===== src/rtl/m_mem_responder.sv =====
// Data-side memory responder for the single-cycle core: word RAM, free-running
// cycle counter and a FIFO-fed 8N1 serial transmitter behind a small address map.
//
// state   | meaning
// S_IDLE  | line high, waiting for a byte in the FIFO
// S_START | start bit (low) for BAUD_DIV cycles
// S_DATA  | eight data bits, LSB first, BAUD_DIV cycles each
// S_STOP  | stop bit (high); chains straight into the next frame if the FIFO has data
module m_mem_responder #(
   parameter int RAM_WORDS  = 64,
   parameter int FIFO_DEPTH = 4,
   parameter int BAUD_DIV   = 4
) (
   input  logic        i_clk,
   input  logic        i_reset,
   input  logic        i_WE,
   input  logic [31:0] i_address,
   input  logic [31:0] i_data,
   output logic [31:0] o_data,
   output logic        o_tx,
   output logic        o_tx_busy
);

   localparam int AW = (RAM_WORDS > 1) ? $clog2(RAM_WORDS) : 1;
   localparam int PW = (FIFO_DEPTH > 1) ? $clog2(FIFO_DEPTH) : 1;
   localparam int BW = (BAUD_DIV > 1) ? $clog2(BAUD_DIV) : 1;
   localparam logic [BW-1:0] BAUD_LAST = BW'(BAUD_DIV - 1);

   localparam logic [1:0] S_IDLE  = 2'd0;
   localparam logic [1:0] S_START = 2'd1;
   localparam logic [1:0] S_DATA  = 2'd2;
   localparam logic [1:0] S_STOP  = 2'd3;

   localparam logic [29:0] W_CYCLE  = 30'h3FFF_C000;
   localparam logic [29:0] W_TXDATA = 30'h3FFF_C001;
   localparam logic [29:0] W_STATUS = 30'h3FFF_C002;

   logic [29:0]    word_addr;
   logic           ram_sel, cyc_sel, txd_sel, sts_sel;
   logic [AW-1:0]  ram_idx;
   logic           unused_addr_bits;

   logic [31:0]    ram [RAM_WORDS];
   logic [31:0]    cycle;

   logic [7:0]     fifo_mem [FIFO_DEPTH];
   logic [PW-1:0]  wr_ptr, rd_ptr;
   logic [3:0]     count;
   logic           overflow, full, empty, push, push_ok, pop;
   logic [7:0]     head;

   logic [1:0]     state;
   logic [BW-1:0]  baud;
   logic [2:0]     bit_cnt;
   logic [7:0]     shift;
   logic           tick;
   logic [31:0]    status;

   assign word_addr        = i_address[31:2];
   assign unused_addr_bits = ^i_address[1:0];
   assign ram_sel          = (i_address[31:AW+2] == '0);
   assign ram_idx          = i_address[AW+1:2];
   assign cyc_sel          = (word_addr == W_CYCLE);
   assign txd_sel          = (word_addr == W_TXDATA);
   assign sts_sel          = (word_addr == W_STATUS);

   assign full    = (count == 4'(FIFO_DEPTH));
   assign empty   = (count == 4'd0);
   assign head    = fifo_mem[rd_ptr];
   assign push    = i_WE & txd_sel & ~i_reset;
   assign push_ok = push & ~full;
   assign tick    = (baud == '0);
   // The head leaves the FIFO when an idle line wakes up or a stop bit finishes.
   assign pop     = ~empty & ((state == S_IDLE) | ((state == S_STOP) & tick));

   assign o_tx_busy = (state != S_IDLE) | ~empty;
   assign status    = {24'b0, count, overflow, o_tx_busy, full, empty};

   function automatic logic [PW-1:0] ptr_inc(input logic [PW-1:0] p);
      return (p == PW'(FIFO_DEPTH - 1)) ? '0 : p + PW'(1);
   endfunction

   always_comb begin
      o_data = '0;
      if (ram_sel)      o_data = ram[ram_idx];
      else if (cyc_sel) o_data = cycle;
      else if (sts_sel) o_data = status;
   end

   // RAM writes are deliberately not blocked by reset.
   always_ff @(posedge i_clk) begin
      if (i_WE && ram_sel) ram[ram_idx] <= i_data;
      if (push_ok) fifo_mem[wr_ptr] <= i_data[7:0];
   end

   always_ff @(posedge i_clk) begin
      if (i_reset) begin
         cycle    <= '0;
         overflow <= 1'b0;
         count    <= '0;
         wr_ptr   <= '0;
         rd_ptr   <= '0;
      end else begin
         cycle <= (i_WE && cyc_sel) ? i_data : cycle + 32'd1;
         if (i_WE && sts_sel)   overflow <= 1'b0;
         else if (push && full) overflow <= 1'b1;
         if (push_ok) wr_ptr <= ptr_inc(wr_ptr);
         if (pop)     rd_ptr <= ptr_inc(rd_ptr);
         count <= count + {3'b0, push_ok} - {3'b0, pop};
      end
   end

   always_ff @(posedge i_clk) begin
      if (i_reset) begin
         state   <= S_IDLE;
         baud    <= '0;
         bit_cnt <= '0;
         shift   <= '0;
         o_tx    <= 1'b1;
      end else begin
         case (state)
            S_IDLE: begin
               if (!empty) begin
                  state <= S_START;
                  shift <= head;
                  baud  <= BAUD_LAST;
                  o_tx  <= 1'b0;
               end
            end
            S_START: begin
               if (tick) begin
                  state   <= S_DATA;
                  baud    <= BAUD_LAST;
                  bit_cnt <= '0;
                  o_tx    <= shift[0];
               end else begin
                  baud <= baud - BW'(1);
               end
            end
            S_DATA: begin
               if (tick) begin
                  baud <= BAUD_LAST;
                  if (bit_cnt == 3'd7) begin
                     state <= S_STOP;
                     o_tx  <= 1'b1;
                  end else begin
                     bit_cnt <= bit_cnt + 3'd1;
                     shift   <= {1'b0, shift[7:1]};
                     o_tx    <= shift[1];
                  end
               end else begin
                  baud <= baud - BW'(1);
               end
            end
            S_STOP: begin
               if (tick) begin
                  if (!empty) begin
                     state <= S_START;
                     shift <= head;
                     baud  <= BAUD_LAST;
                     o_tx  <= 1'b0;
                  end else begin
                     state <= S_IDLE;
                  end
               end else begin
                  baud <= baud - BW'(1);
               end
            end
            default: state <= S_IDLE;
         endcase
      end
   end

endmodule


===== config.mk =====
export PLATFORM = sky130hd
export DESIGN_NAME = m_mem_responder
export DESIGN_NICKNAME = d
export VERILOG_FILES = /design/src/rtl/m_mem_responder.sv
export SDC_FILE = /design/constraint.sdc
export NUM_CORES = 2
export LEC_CHECK = 0
export BUFFER_PORTS_ARGS = -buffer_cell sky130_fd_sc_hd__buf_2
export CAP_MARGIN = 0
export CORE_ASPECT_RATIO = 0.75
export CORE_MARGIN = 3
export CORE_UTILIZATION = 45
export DETAILED_ROUTE_END_ITERATION = 8
export SETUP_SLACK_MARGIN = 0.2
export SLEW_MARGIN = 20
export SYNTH_ARGS = -nofsm -noshare
export SYNTH_HDL_FRONTEND = slang
export SYNTH_SLANG_ARGS = --single-unit

===== constraint.sdc =====
create_clock -name i_clk -period 4.5 [get_ports i_clk]
set_input_delay 0.45 -clock i_clk [delete_from_list [all_inputs] [get_ports i_clk]]
set_output_delay 0.45 -clock i_clk [all_outputs]
set_load 0.01 [all_outputs]

==> summary.txt <==
STA
  – Period minus WS final: 4.220 ns
  – Crit share post-route: 0.9377
  – RSZ-0062 raised after global routing: false
  – Fmax: 0.2370 GHz
  – Post-Route Setup TNS: 0 ns
  – Worst slew margin: 0.3093
  – Final Hold Fails: 0
  – Final max-slew violation count: 0
  – Worst slew pin tran: 1.034 ns
  – Final setup viols: 0
  – Clk_skew: 0.01987 ns

Critical path
  – Kind of critical path: input pin to output pin
  – CP dominant cell by count: buf_4
  – Buf/Inv on CP: 5
  – Family with the most delay on the worst path: buffers and inverters
  – Crit path max-delay cell type: mux4_2
  – WP data required: 4.05 ns
  – Crit path launch type: input pin
  – Max stage delay on crit path: 0.55 ns
  – WP data arrival: 3.77 ns
  – Crit path max fanout: 24
  – CP endpoint kind: output pin
  – Crit path cell chain: buf_8 > buf_12 > buf_4 > mux4_2 > a221oi_1 > o22ai_1 > nor4_1 > o21ai_0 > buf_4 > buf_2

Drt
  – First DRT Iteration DRCs: 8,408
  – Drt via density: 6.548
  – Initial DRT Pass Iterations: 7
  – Final ANT Viol Nets: 0
  – Total wire length: 276,300 um
  – Vias: 49,920
  – Drt drc: 0
  – Routed WL per cell: 36.24 um

Flow run
  – MaxCap Viol Count: 0

Yosys
  – Area contributors post-synth: edfxtp_1 75%, mux4_2 4.2%, mux2i_1 3.2%
  – Synth cell types: 61
  – Avg Cell Area, Syn: 17.79 um2
  – Ys Warns: 0
  – Syn Inst Count: 4,667
  – Post-synth top area share: 0.7524
  – Mapped cell area: 83,010 um2
  – Sequential-to-total area share from yosys stat: 0.7666
  – Cell type with the highest aggregate area in the netlist: edfxtp_1
  – Post-synth EDFFs: 2,080
  – Main synth FF type: edfxtp_1
  – Synthesized net count: 4,756
  – Ys async rst share: 0
  – Post-synthesis register bit count: 2,139

Cells and area
  – Most common cell after layout, fill and taps aside: edfxtp_1
  – Layout cells sized above 1: 0.2242
  – Commonest non-fill, non-tap cells in the layout: 2,080 x edfxtp_1, 350 x buf_4, 268 x mux2i_1, 223 x a221oi_1, 220 x nor2_1
  – Finished Cell Area: 95,960 um2
  – Filler Cell Count: 14,400
  – Area grow syn2layout: 15.60%
  – Layout net count: 5,156

Clock tree
  – CTS tree: done
  – Worst-Skew Late Latency: 0.83 ns
  – Root Driver: clkbuf_16
  – Worst-path clk slew: 0.06 ns
  – Total clock sinks: 2,139
  – CTS H-tree lvls: 4
  – TritonCTS Buffers: 196
  – CTS max path bufs: 3
  – Hold buffers post-CTS: 0

Global routing
  – Largest net degree at the start of global routing: 70
  – Initial antenna violation count: 12
  – GRT Util Overall: 0.2874
  – First-pass GRT wire length: 378,600 um
  – Number of global-route vias before repair: 46,280
  – GRT Residual Overflow: 0

Power
  – Leakage: 0.03104 uW
  – P per Cell Area: 432.4 nW/um2
  – Peak VDD IR: 0.0003280 V

Die
  – Starting Density: 0.4563
  – I/O pin total: 101
  – Die Ht: 378.0 um
  – Chip width: 501.9 um
  – Std-Cell Rows: 135
  – Core area: 181,900 um2
  – Die area: 189,700 um2

Placement
  – Routability cong.: 0.9438
  – IO Port Bufs: 98
  – Placed instance area: 89,800 um2
  – Hpwl dp: 170,000 um

Run status
  – Status: finished clean

Worst hold path
  – Worst min-delay path class: input pin to flip-flop
logic make-up (layout without fill, tap and decap cells):
kind of cell	after synthesis	count (layout)	share of synthesized area
fa+ha+maj	22	22	0.003406
simple gates	589	590	0.03174
compound gates	995	995	0.08533
xor+xnor	32	32	0.003376
mux	558	558	0.09282
buf+inv	332	886	0.01669
flops	2139	2139	0.7666
other cells	0	4	0
cell type report:
| type | count | area (um2) | share of cell area |
|---|---|---|---|
| timing repair buffer | 515 | 4504 | 0.04694 |
| clock buffer | 255 | 5230 | 0.05450 |
| sequential | 2139 | 63640 | 0.6632 |
| multi-input combinational | 2197 | 18610 | 0.1939 |
| antenna | 4 | 10.01 | 0.0001043 |
| clock inverter | 98 | 894.6 | 0.009323 |
| inverter | 18 | 76.32 | 0.0007954 |
| tap | 2397 | 2999 | 0.03125 |
path summary, 6_finish.rpt:
check | from | to | slack [ns] | cells after the start
setup / recovery | i_address[2] | o_data[24] | 0.28 | 10
hold / removal | i_data[13] | ram[55][13]$_DFFE_PP_ | 0.07 | 1
setup reg to reg | cycle[0]$_SDFF_PP0_ | cycle[28]$_SDFF_PP0_ | 1.78 | 8
hold reg to reg | shift[4]$_SDFFE_PP0P_ | shift[4]$_SDFFE_PP0P_ | 0.50 | 2
power by group:
| group | switching (uW) | internal, uW |
|---|---|---|
| registers | 103 | 21900 |
| clock network | 7330 | 8990 |
| logic | 2100 | 1050 |
| total | 9540 | 32000 |
sequential cells by signal, indices dropped and copies added, names as in the netlist, named ones only:
signal and flops:
o_tx 1, overflow 1, count 4, fifo_mem 32, ram 2048, shift 8, bit_cnt 3, baud 2
rd_ptr 2, state 2, cycle 32, wr_ptr 2
Yosys cell counts (4+ instances only):
cell	number
edfxtp_1	2080
nor2_1	289
mux2i_1	268
a221oi_1	223
a22oi_1	183
clkbuf_1	165
mux4_2	156
a21oi_1	152
o21ai_0	138
mux2_2	134
nand2_1	116
o22ai_1	103
buf_2	102
dfxtp_1	59
nand3_1	46
a22o_1	44
buf_1	44
a211oi_1	38
a221o_1	33
nor3_1	28
nor4_1	22
ha_1	21
xor2_1	20
nand4_1	19
inv_1	16
and2_1	15
and3_1	15
a31oi_1	14
o211ai_1	13
o221ai_1	13
xnor2_1	12
nor2b_1	9
a2111oi_0	8
and4_1	6
nor3b_1	6
o2111ai_1	5
o22a_1	5
a21o_1	4
a32oi_1	4
nand2b_1	4
metrics by stage:
| stage | total power (uW) | hold slack [ns] | utilization | cells | setup slack [ns] |
|---|---|---|---|---|---|
| 2_1_floorplan | 23990 | 0.4542 | - | 4667 | 0.7126 |
| 3_3_place_gp | 25460 | 0.4657 | 0.4937 | 7265 | 0.2447 |
| 3_5_place_dp | 25490 | 0.4785 | 0.4937 | 7265 | 0.2293 |
| 4_1_cts | 41560 | 0.007699 | 0.5273 | 7618 | 0.3025 |
| 5_1_grt | 42570 | 0.04250 | 0.5274 | 7619 | 0.2679 |
| 6_report | 41490 | 0.06738 | 0.5275 | 7623 | 0.2803 |
repair_timing:
item                       CTS  global route
gates cloned                 0             1
setup endpoints to repair    1             3
hold endpoints to repair     0             0
gates resized for setup      1             2
setup buffers                0             0
metal layers:
layer  share of wire  routed length (um)  GRT usage  vias to the layer above
li1                -                   -          -                    20000
met4           0.031                8586    0.08236                        4
met3            0.14               39810    0.09646                      451
met1            0.41              112300     0.4285                    25940
met2            0.42              115600     0.4005                     3523
met5        0.000083                  23          0                        -
Note: power is estimated with default switching activity, not from simulation.
